===== config.mk =====
export PLATFORM = sky130hd
export DESIGN_NAME = lift_ctrl_flat
export DESIGN_NICKNAME = d
export VERILOG_FILES = /design/src/rtl/lift_ctrl_if.sv /design/src/rtl/lift_ctrl.sv /design/src/flat_wrapper.sv
export SDC_FILE = /design/constraint.sdc
export NUM_CORES = 1
export LEC_CHECK = 0
export ABC_CLOCK_PERIOD_IN_PS = 4600
export BUFFER_PORTS_ARGS = -buffer_cell sky130_fd_sc_hd__buf_2
export CORE_AREA = 2 2 45 47
export DETAILED_ROUTE_END_ITERATION = 10
export DIE_AREA = 0 0 47 49
export GPL_ROUTABILITY_DRIVEN = 0
export PLACE_DENSITY = 0.71
export SYNTH_ARGS = -nofsm -noshare
export SYNTH_HDL_FRONTEND = slang
export SYNTH_SLANG_ARGS = --single-unit
export TNS_END_PERCENT = 30

===== constraint.sdc =====
create_clock -name in_clk -period 4.6 [get_ports in_clk]
set_clock_uncertainty 0.1 [all_clocks]
set_input_delay 1.38 -clock in_clk [delete_from_list [all_inputs] [get_ports in_clk]]
set_output_delay 1.38 -clock in_clk [all_outputs]
set_load 0.02 [all_outputs]

===== src/rtl/lift_ctrl_if.sv =====
// Request/status bundle between the request encoder and lift_ctrl.
// LIFT_DIR_OUT_EN adds the registered direction indicators o_up/o_dn.
interface lift_ctrl_if;
    logic [1:0] in_f;
    logic [2:0] o_f;
    logic       o_r;
`ifdef LIFT_DIR_OUT_EN
    logic       o_up;
    logic       o_dn;

    modport master (output in_f, input o_f, o_r, o_up, o_dn);
    modport slave  (input in_f, output o_f, o_r, o_up, o_dn);
`else
    modport master (output in_f, input o_f, o_r);
    modport slave  (input in_f, output o_f, o_r);
`endif
endinterface


===== src/rtl/lift_ctrl.sv =====
// Four-floor elevator controller: moves one floor per STEP_CYCLES toward in_f+1.
// Optional macro LIFT_DIR_OUT_EN exposes registered o_up/o_dn direction flags.
module lift_ctrl #(
    parameter int unsigned STEP_CYCLES = 1
) (
    input  logic       in_clk,
    input  logic       in_rst_n,
    lift_ctrl_if.slave bus
);
    typedef enum logic [1:0] {IDLE, UP, DOWN} state_t;

    localparam logic [7:0] STEP_LAST = 8'(STEP_CYCLES - 1);

    state_t     st, st_nxt;
    logic [7:0] cnt, cnt_nxt, cnt_eff;
    logic [2:0] f_q, f_nxt, tgt;
    logic       r_q, r_nxt;

    assign tgt = {1'b0, bus.in_f} + 3'd1;

    // NOTE: every output of this block gets a default first, so no path leaves
    // a signal unassigned and no latch is inferred.
    always_comb begin
        st_nxt  = IDLE;
        cnt_nxt = '0;
        cnt_eff = '0;
        f_nxt   = f_q;

        if (tgt > f_q)      st_nxt = UP;
        else if (tgt < f_q) st_nxt = DOWN;

        // A direction change (or leaving IDLE) restarts the floor timer.
        if (st_nxt == st) cnt_eff = cnt;

        if (st_nxt != IDLE) begin
            if (cnt_eff == STEP_LAST) begin
                f_nxt   = (st_nxt == UP) ? f_q + 3'd1 : f_q - 3'd1;
                cnt_nxt = '0;
            end else begin
                cnt_nxt = cnt_eff + 8'd1;
            end
        end

        r_nxt = (f_nxt == tgt);
    end

    // NOTE: state registers use non-blocking assignments so every flop samples
    // the pre-edge values, independent of statement order.
    always_ff @(posedge in_clk or negedge in_rst_n) begin
        if (!in_rst_n) begin
            st  <= IDLE;
            cnt <= '0;
            f_q <= 3'd1;
            r_q <= 1'b0;
        end else begin
            st  <= st_nxt;
            cnt <= cnt_nxt;
            f_q <= f_nxt;
            r_q <= r_nxt;
        end
    end

    assign bus.o_f = f_q;
    assign bus.o_r = r_q;

`ifdef LIFT_DIR_OUT_EN
    logic up_q, dn_q;

    always_ff @(posedge in_clk or negedge in_rst_n) begin
        if (!in_rst_n) begin
            up_q <= 1'b0;
            dn_q <= 1'b0;
        end else begin
            up_q <= (st_nxt == UP);
            dn_q <= (st_nxt == DOWN);
        end
    end

    assign bus.o_up = up_q;
    assign bus.o_dn = dn_q;
`endif
endmodule


===== src/flat_wrapper.sv =====
// flat-port wrapper written by rule: the top's interface ports become plain ports
module lift_ctrl_flat 
#(
    parameter int unsigned STEP_CYCLES = 1
)
  (in_clk, in_rst_n, bus_in_f, bus_o_f, bus_o_r);
  lift_ctrl_if bus_i ();
  input  logic in_clk;
  input  logic in_rst_n;
  input wire logic [$bits(bus_i.in_f)-1:0] bus_in_f;
  output wire logic [$bits(bus_i.o_f)-1:0] bus_o_f;
  output wire logic [$bits(bus_i.o_r)-1:0] bus_o_r;
  assign bus_i.in_f = bus_in_f;
  assign bus_o_f = bus_i.o_f;
  assign bus_o_r = bus_i.o_r;
  lift_ctrl #(.STEP_CYCLES(STEP_CYCLES)) u_core (.in_clk(in_clk), .in_rst_n(in_rst_n), .bus(bus_i));
endmodule

---- Word-level counts from Yosys, hierarchy flattened ----
Index checks and enable logic that the tools add are counted.
word-level totals
  memory bits (read-only) ................. 0
  memories kept ........................... 0
  bits of input ports ..................... 4
  bits in registers ....................... 14
  bits in writable memories ............... 0
  latch bits .............................. 0
cells by class
  divide/modulo/power cells ............... 0
  multiplexer cells ....................... 8
  equality and inequality tests ........... 3
  order comparisons ....................... 2
  $add $sub $neg .......................... 4
  bitwise operators ....................... 0
  reductions and logical operators ........ 2
  shifts and indexed selects .............. 0
  multiply operators ...................... 0
operator list
  cell                 number
  $mux 8               3
  $mux 3               3
  $add 8x1->8 const B  1
  $logic_not 8->1      1
  $mux 2               2
  $add 2x1->3 const B  1
  $add 3x1->3 const B  1
  $eq 3x3->1           1
  $gt 3x3->1           1
  $lt 3x3->1           1
  $sub 3x1->3 const B  1
  $eq 2x1->1 const B   1
  $eq 2x2->1           1
  $reduce_bool 2->1    1

---- Longest topological paths before layout ----
Gate-level depths: netlist (run 1).
  word-level depth ........................ 10
  mapped depth ............................ 13
  gate-level depth less buffers ........... 13

---- Least setup slack after synthesis (run 1) ----
No wires, ideal clock.
  path kind ............................... input-to-reg
  start ................................... input port bus_in_f[0]
  end ..................................... register u_core.r_q (netlist: u_core.bus.o_r)
  required time ........................... 4.374 ns
  stages .................................. 11
  setup time .............................. 0.126 ns
  path slack .............................. 0.635 ns
  arrival ................................. 3.739 ns
  buffers on the path ..................... 0
  cell sequence ........................... ha_1 -> ha_1 -> nor2b_1 -> o22a_2 -> and2_1 -> fa_1 -> a31oi_1 -> mux2_2 -> o311a_1 -> xnor3_1 -> a21boi_1
RTL lines
  what                  RTL line            source
  from (decl)           flat_wrapper.sv:10  input wire logic [$bits(bus_i.in_f)-1:0] bus_in_f;
  $add 2x1->3 (*)       lift_ctrl.sv:19     assign tgt = {1'b0, bus.in_f} + 3'd1;
  $gt 3x3->1 (*)        lift_ctrl.sv:29     if (tgt > f_q) st_nxt = UP;
  $mux 2 (*)            lift_ctrl.sv:29
  via u_core.st_nxt[0]  lift_ctrl.sv:14     state_t st, st_nxt;
  $eq 2x2->1            lift_ctrl.sv:33     if (st_nxt == st) cnt_eff = cnt;
  $mux 8                lift_ctrl.sv:33
  $logic_not 8->1       lift_ctrl.sv:36     if (cnt_eff == STEP_LAST) begin
  $mux 3                lift_ctrl.sv:36
  $mux 3 (*)            lift_ctrl.sv:35     if (st_nxt != IDLE) begin
  $eq 3x3->1 (*)        lift_ctrl.sv:44     r_nxt = (f_nxt == tgt);
  via u_core.r_nxt      lift_ctrl.sv:17     logic r_q, r_nxt;
  to (signal assigned)  lift_ctrl.sv:59     r_q <= r_nxt;
  to (decl)             lift_ctrl.sv:17
Mark *: on every way through the listed nets, which the timed path passes. The rest lies on a longest branch.

---- Worst setup path in the final report (run 1) ----
Ends and elaborated chain as after synthesis.

==> results of run 1 <==
[cell type report]
type / count / area (um2) / area share, %
Tap cell: 27 / 33.8 / 3.27
Multi-Input combinational cell: 76 / 557 / 53.9
Timing Repair Buffer: 7 / 35.0 / 3.39
Clock buffer: 4 / 26.3 / 2.54
Sequential cell: 14 / 352 / 34.0
Inverter: 8 / 30.0 / 2.91
[flip-flops by register name, indices dropped and copies added (netlist names)]
signal and cells:
u_core.bus.o_f 3, u_core.bus.o_r 1, u_core.cnt 8, u_core.st 2
[path summary, 6_finish.rpt]
path	start	to	cells after the start
max	bus_in_f[0]	u_core.bus.o_r	12
min	u_core.bus.o_f[0]	u_core.bus.o_f[0]	1
max reg2reg	u_core.bus.o_f[1]	u_core.bus.o_r	11
min reg2reg	u_core.bus.o_f[0]	u_core.bus.o_f[0]	1
max in group asynchronous	in_rst_n	u_core.bus.o_f[0]	1
min in group asynchronous	in_rst_n	u_core.cnt[3]	1
[critical path, stage by stage]
cell and delay (ns):
buf_2 0.12, ha_1 0.34, ha_1 0.35, nor2b_1 0.17, o22a_2 0.25, and2_1 0.18, fa_1 0.38, a31oi_1 0.14
mux2_2 0.16, o311a_1 0.22, xnor3_1 0.23, a21boi_1 0.14
[cell families after synthesis]
| family | count (synthesis) | synth area share, % |
|---|---|---|
| xor+xnor | 11 | 11.7 |
| mux | 2 | 2.27 |
| simple gates | 39 | 22.0 |
| fa+ha+maj | 7 | 10.1 |
| buf+inv | 8 | 3.20 |
| compound gates | 17 | 13.2 |
| flops | 14 | 37.5 |
[metrics by stage]
step | hold slack (ns) | std cells | util [%]
final | 0.421 | 136 | 56.1
after global routing | 0.445 | 136 | 56.1
after CTS | 0.429 | 136 | 56.1
after detailed placement | 0.415 | 132 | 54.7
after global placement | 0.411 | 132 | 54.7
after floorplan | 0.396 | 98 | -
[synthesized netlist by cell type (all sizes together) (2+ instances only)]
cell and number:
nor3 4, nor2 13, inv 8, ha 6, o2111ai 2, nand3 4, and2 2, a21boi 2
xnor2 3, a21oi 2, dfrtp 13, or3 2, and3 3, o21ai 3, nand2 4, xor2 7
nor2b 2
[power breakdown]
group	switching [mW]	internal, mW
clock network	0.0394	0.0337
registers	0.0269	0.154
logic	0.198	0.173
[layer usage]
| layer | wire length, um | part of all wire, % | GRT usage (%) |
|---|---|---|---|
| met1 | 813 | 46 | 24.0 |
| met2 | 886 | 50 | 29.2 |
| met3 | 49 | 2.8 | 2.59 |
| met4 | 25 | 1.4 | 6.02 |
| met5 | 0 | 0 | 0 |
[layout by cell type (no fill, tap or decap), types with 3 or more instances in the layout]
cell and instances:
ha_1 6, and3_1 3, inv_1 8, dfrtp_1 13, nor2_1 13, buf_2 7, xor2_1 7, o21ai_0 3
nand3_1 4, nand2_1 4, xnor2_1 3, clkbuf_4 3
==> impl_metrics.tcl, run 1 <==
set metrics [dict create \
    place_ws_ns 0.326 \
    drtIter0Drc 17 \
    rrSetupSlack_ns 1.64 \
    firstDrtPassIters 4 \
    start_util_pct 51.0 \
    io_pins 8 \
    drv_cap 0 \
    routed_wl_um 1770 \
    postCtsSetupRepairBufs 0 \
    place_area_um2 1010 \
    end_kind "register" \
    fin_setup_tns_ns 0 \
    powerDensity_nw_per_um2 604 \
    finalSetupViolCount 0 \
    die_x_um 47 \
    grt_max_degree 15 \
    cts_resized 0 \
    nFillCells 182 \
    netlist_instances 98 \
    grt_pass1_wl_um 3080 \
    die_h_um 49 \
    grt_overflow 0 \
    via_count 728 \
    fmax_mhz 250 \
    hold_buffers 0 \
    grt_pass1_vias 726 \
    viasPerCell 5.35 \
    synth_area_um2 938 \
    drv_slew 0 \
    num_antenna_cells 0 \
    num_rows 16 \
    wl_per_cell_um 13.0 \
    synth_fp_nets 109 \
    clock_latency_ns 0.28 \
    fin_nets 121 \
    seq_area_frac_synth_pct 37.5 \
    synth_area_leaders "dfrtp_1 35%, ha_1 8.0%, xor2_1 6.5%" \
    final.period_utilization_pct 87.1 \
    synthFlopType "dfrtp_1" \
    clock-sinks 14 \
    drive_gt1_share_pct 13.8 \
    grt_setup_unrepaired "no" \
    antenna_found_initial 0 \
    htreeDepth 1 \
    slew_headroom_pct 70.2 \
    min_period_ns 4.00 \
    cp_max_fo 6 \
    area_growth_pct 10.1 \
    leakagePower_nw 0.479 \
    report.power.total_mw 0.625 \
    worstPathRequired_ns 4.66 \
    critPathKind "in2reg" \
    synth.avg_cell_area_um2 9.58 \
    start_kind "primary input" \
    synth_edf_count 0 \
    dieArea_um2 2300 \
    crit_arrival_ns 4.06 \
    status "finished clean" \
    worst_slack_ns 0.596 \
    vdd_drop_max_mv 0.225 \
    dpl.hpwl_um 1370 \
    yosys_warnings 0 \
    final_antenna_net_count 0 \
    hold_class "reg2reg" \
    synth_area_leader_cell "dfrtp_1" \
    post-synth-top-area-fraction_pct 34.7 \
    worstMarginPinSlew_ns 0.444 \
    clockBufferDepth 2 \
    drc 0 \
    core-area_um2 1840 \
    synth-seq-cells 14 \
    synth.distinct_cells 36 \
    hold_viol_final 0 \
    cts_tree "built" \
    port_buffers 7 \
    grt_use_total_pct 18.1 \
    design_area_um2 1030 \
    cts_buffers 3 \
    path_clk_slew_ns 0.08 \
    ctsRootBufferMaster "clkbuf_4" \
    synthArstFlopShare_pct 100 \
]
Note: power is estimated with default switching activity, not from simulation.
==> run 2: changes to the inputs <==
--- a/config.mk
+++ b/config.mk
@@ -7,11 +7,12 @@
 export LEC_CHECK = 0
 export ABC_CLOCK_PERIOD_IN_PS = 4600
 export BUFFER_PORTS_ARGS = -buffer_cell sky130_fd_sc_hd__buf_2
-export CORE_AREA = 2 2 45 47
+export CELL_PAD_IN_SITES_DETAIL_PLACEMENT = 1
+export CELL_PAD_IN_SITES_GLOBAL_PLACEMENT = 2
+export CORE_AREA = 2 2 53 55
 export DETAILED_ROUTE_END_ITERATION = 10
-export DIE_AREA = 0 0 47 49
-export GPL_ROUTABILITY_DRIVEN = 0
-export PLACE_DENSITY = 0.71
+export DIE_AREA = 0 0 55 57
+export PLACE_DENSITY_LB_ADDON = 0.1
 export SYNTH_ARGS = -nofsm -noshare
 export SYNTH_HDL_FRONTEND = slang
 export SYNTH_SLANG_ARGS = --single-unit
==> impl_metrics.tcl, run 2 (synthesized netlist as in run 1, its figures left out) <==
set metrics [dict create \
    crit_arrival_ns 4.05 \
    cpMostUsedCell "ha_1" \
    grt_pass1_wl_um 3440 \
    clock-sinks 14 \
    fmax_mhz 251 \
    max_stage_delay_ns 0.38 \
    antenna_found_initial 0 \
    largest_register_ffs 8 \
    core-area_um2 2620 \
    drv_slew 0 \
    worstMarginPinSlew_ns 0.420 \
    cts_tree "built" \
    die_x_um 55 \
    ff2ff_path_depth 11 \
    place_ws_ns 0.307 \
    cts_buffers 3 \
    drv_cap 0 \
    postCtsSetupRepairBufs 0 \
    worst_slack_ns 0.623 \
    drtIter0Drc 17 \
    cp_max_fo 6 \
    crit_buf_inv 1 \
    via_count 738 \
    fin_nets 121 \
    wl_per_cell_um 14.2 \
    io_pins 8 \
    hold_buffers 0 \
    area_growth_pct 11.7 \
    grt_max_degree 15 \
    dpl.hpwl_um 1590 \
    path_delay_family "adder cells" \
    fin_setup_tns_ns 0 \
    grt_overflow 0 \
    critPathKind "in2reg" \
    layout_common_cells "13 x nor2_1, 13 x dfrtp_1, 8 x inv_1" \
    powerDensity_nw_per_um2 617 \
    grt_pass1_vias 756 \
    num_antenna_cells 0 \
    final.period_utilization_pct 86.4 \
    reg2reg_from "u_core.bus.o_f[1]" \
    path_depth 12 \
    worstPathRequired_ns 4.67 \
    drive_gt1_share_pct 14.7 \
    dieArea_um2 3140 \
    clockBufferDepth 2 \
    end_kind "register" \
    ctsRootBufferMaster "clkbuf_4" \
    num_rows 19 \
    gp_congestion 0.706 \
    grt_setup_unrepaired "no" \
    regMostFlops "u_core.cnt" \
    clock_latency_ns 0.28 \
    endpoint "u_core.bus.o_r" \
    grt_use_total_pct 15.2 \
    firstDrtPassIters 4 \
    hold_viol_final 0 \
    rrSetupSlack_ns 1.68 \
    min_period_ns 3.98 \
    worstPathCellList "buf_2 > ha_1 > ha_1 > nor2b_1 > o22a_2 > and2_1 > fa_1 > a31oi_1 > mux2_2 > o311a_1 > xnor3_1 > a21boi_1" \
    vdd_drop_max_mv 0.231 \
    start_kind "primary input" \
    critPathLaunch "bus_in_f[0]" \
    htreeDepth 1 \
    status "finished clean" \
    hold_class "reg2reg" \
    cp_slowest_cell "fa_1" \
    finalSetupViolCount 0 \
    final_antenna_net_count 0 \
    path_clk_slew_ns 0.09 \
    viasPerCell 5.27 \
    cts_resized 0 \
    die_h_um 57 \
    rr_endpoint "u_core.bus.o_r" \
    port_buffers 7 \
    slew_headroom_pct 71.8 \
    drc 0 \
    start_util_pct 35.9 \
    routed_wl_um 1990 \
    leakagePower_nw 0.485 \
]
[run 2: cell counts in the layout (fill, tap and decap cells not counted)]
Identical to the previous run, type by type.
[run 2: power by group]
group	internal, mW	total (mW)	switching, mW
combinational	0.173	0.373	0.199
clock	0.0481	0.0915	0.0433
sequential	0.155	0.182	0.0278
[run 2: through the flow]
step           instances  instance area [um2]  power (mW)  utilization (%)  hold WS, ns
6_report             140                 1050       0.647             40.1        0.442
5_1_grt              140                 1050       0.705             40.1        0.469
4_1_cts              140                 1050       0.659             40.1        0.450
3_5_place_dp         136                 1010       0.565             38.7        0.435
3_3_place_gp         136                 1010       0.556             38.7        0.417
2_1_floorplan         98                  938       0.473                -        0.396
[run 2: layout make-up]
| class | count | area, um2 |
|---|---|---|
| Sequential cell | 14 | 352 |
| Fill cell | 329 | 1570 |
| Inverter | 8 | 30.0 |
| Timing Repair Buffer | 7 | 35.0 |
| Tap cell | 31 | 38.8 |
| Multi-Input combinational cell | 76 | 557 |
| Clock buffer | 4 | 36.3 |
[run 2: metal layers]
layer	GRT usage, %	vias to the layer above	wire [um]
li1	-	363	-
met1	19.7	361	925
met2	24.1	12	960
met3	3.40	2	87
met4	6.27	0	18
met5	0	-	0
[run 2: worst min path at each step]
stage	to	slack [ns]	cells after the start	startpoint
after CTS	u_core.bus.o_f[0]	0.45	1	u_core.bus.o_f[0]
final	u_core.bus.o_f[0]	0.44	1	u_core.bus.o_f[0]
after detailed placement	u_core.bus.o_f[0]	0.44	1	u_core.bus.o_f[0]
after global placement	u_core.bus.o_f[0]	0.42	1	u_core.bus.o_f[0]
after floorplan	u_core.cnt[7]	0.40	2	u_core.cnt[7]
after global routing	u_core.bus.o_f[0]	0.47	1	u_core.bus.o_f[0]
==> run 3: changes to the inputs <==
--- a/config.mk
+++ b/config.mk
@@ -6,12 +6,12 @@
 export NUM_CORES = 1
 export LEC_CHECK = 0
 export ABC_CLOCK_PERIOD_IN_PS = 4600
-export BUFFER_PORTS_ARGS = -buffer_cell sky130_fd_sc_hd__buf_2
 export CELL_PAD_IN_SITES_DETAIL_PLACEMENT = 1
 export CELL_PAD_IN_SITES_GLOBAL_PLACEMENT = 2
-export CORE_AREA = 2 2 53 55
+export CORE_AREA = 10 10 59 61
 export DETAILED_ROUTE_END_ITERATION = 10
-export DIE_AREA = 0 0 55 57
+export DIE_AREA = 0 0 69 71
+export DONT_BUFFER_PORTS = 1
 export PLACE_DENSITY_LB_ADDON = 0.1
 export SYNTH_ARGS = -nofsm -noshare
 export SYNTH_HDL_FRONTEND = slang
==> impl_metrics.tcl, run 3 (synthesized netlist as in run 1, its figures left out) <==
set metrics [dict create \
    rrSetupSlack_ns 1.50 \
    postCtsSetupRepairBufs 0 \
    grt_pass1_wl_um 3840 \
    vdd_drop_max_mv 0.276 \
    largest_register_ffs 8 \
    clock_latency_ns 0.28 \
    num_antenna_cells 0 \
    dieArea_um2 4900 \
    crit_arrival_ns 3.91 \
    fin_nets 114 \
    cp_slowest_cell "fa_1" \
    antenna_found_initial 0 \
    viasPerCell 5.44 \
    worstPathCellList "ha_1 > ha_1 > nor2b_1 > o22a_2 > and2_1 > fa_1 > a31oi_1 > mux2_2 > o311a_1 > xnor3_1 > a21boi_1" \
    grt_use_total_pct 9.35 \
    drv_cap 0 \
    grt_pass1_vias 827 \
    max_stage_delay_ns 0.38 \
    worstPathRequired_ns 4.66 \
    slew_headroom_pct 64.1 \
    io_pins 8 \
    nFillCells 299 \
    seq_area_um2 352 \
    die_x_um 69 \
    hold_viol_final 0 \
    min_period_ns 3.84 \
    path_delay_family "adder cells" \
    utilization_pct 42.4 \
    clock-sinks 14 \
    drive_gt1_share_pct 8.82 \
    layout_common_cells "13 x nor2_1, 13 x dfrtp_1, 8 x inv_1" \
    dpl.hpwl_um 1780 \
    wl_per_cell_um 16.8 \
    core-area_um2 2390 \
    final_antenna_net_count 0 \
    clockBufferDepth 2 \
    status "finished clean" \
    end_kind "register" \
    port_buffers 0 \
    hold_ws_ns 0.470 \
    gp_congestion 0.748 \
    start_kind "primary input" \
    cp_max_fo 6 \
    path_clk_slew_ns 0.09 \
    regMostFlops "u_core.cnt" \
    die_h_um 71 \
    design_area_um2 1010 \
    cts_tree "built" \
    drc 0 \
    worstMarginPinSlew_ns 0.534 \
    multi_input_area_um2 557 \
    cts_resized 0 \
    grt_overflow 0 \
    cpMostUsedCell "ha_1" \
    firstDrtPassIters 4 \
    start_util_pct 39.3 \
    final.period_utilization_pct 83.6 \
    leakagePower_nw 0.456 \
    drtIter0Drc 32 \
    via_count 718 \
    num_rows 18 \
    routed_wl_um 2220 \
    finalSetupViolCount 0 \
    grt_max_degree 15 \
    critPathKind "in2reg" \
    cts_buffers 3 \
    fin_setup_tns_ns 0 \
    crit_buf_inv 0 \
    htreeDepth 1 \
    ctsRootBufferMaster "clkbuf_4" \
    drv_slew 0 \
    report.power.total_mw 0.640 \
    fmax_mhz 260 \
    area_growth_pct 7.87 \
    hold_buffers 0 \
    powerDensity_nw_per_um2 632 \
    place_area_um2 976 \
    grt_setup_unrepaired "no" \
    hold_class "reg2reg" \
]
-- run 3: cell types whose count changed in the layout (fill, tap and decap cells not counted), sizes merged --
cell and delta:
buf -7
-- run 3: stage by stage --
step,setup WS (ns),std cells
detailed placement,0.457,128
finish,0.756,132
CTS,0.764,132
floorplan,0.635,98
global placement,0.501,128
global route,0.588,132
-- run 3: routing by layer --
metal | vias to the layer above | GRT usage (%) | share of wire [%]
met5 | - | 0 | 0
met4 | 0 | 4.25 | 2.2
met3 | 4 | 2.51 | 4.1
met2 | 8 | 17.5 | 52
met1 | 355 | 9.44 | 41
li1 | 351 | - | -
-- run 3: cell type report --
| cell class | instances | share of cell area (%) |
|---|---|---|
| Multi-Input combinational cell | 76 | 55.0 |
| Sequential cell | 14 | 34.7 |
| Tap cell | 30 | 3.71 |
| Clock buffer | 4 | 3.58 |
| Inverter | 8 | 2.97 |
-- run 3: final timing paths --
| check | end | depth (start not counted) | startpoint |
|---|---|---|---|
| worst max-delay path | u_core.bus.o_r | 11 | bus_in_f[0] |
| worst min register to register | u_core.cnt[7] | 2 | u_core.cnt[7] |
| worst max register to register | u_core.bus.o_r | 11 | u_core.bus.o_f[1] |
| worst min-delay path | u_core.cnt[7] | 2 | u_core.cnt[7] |
| min in group asynchronous | u_core.cnt[7] | 0 | in_rst_n |
| max in group asynchronous | u_core.bus.o_f[0] | 0 | in_rst_n |
-- run 3: worst min-delay path, stage by stage (launching register included) --
cell and delay (ns):
dfrtp_1 0.37, xor2_1 0.07, nor2_1 0.09
-- run 3: power breakdown --
group	internal (mW)	total [mW]	switching (mW)
Clock	0.0481	0.0915	0.0434
Combinational	0.162	0.342	0.180
Sequential	0.155	0.207	0.0520
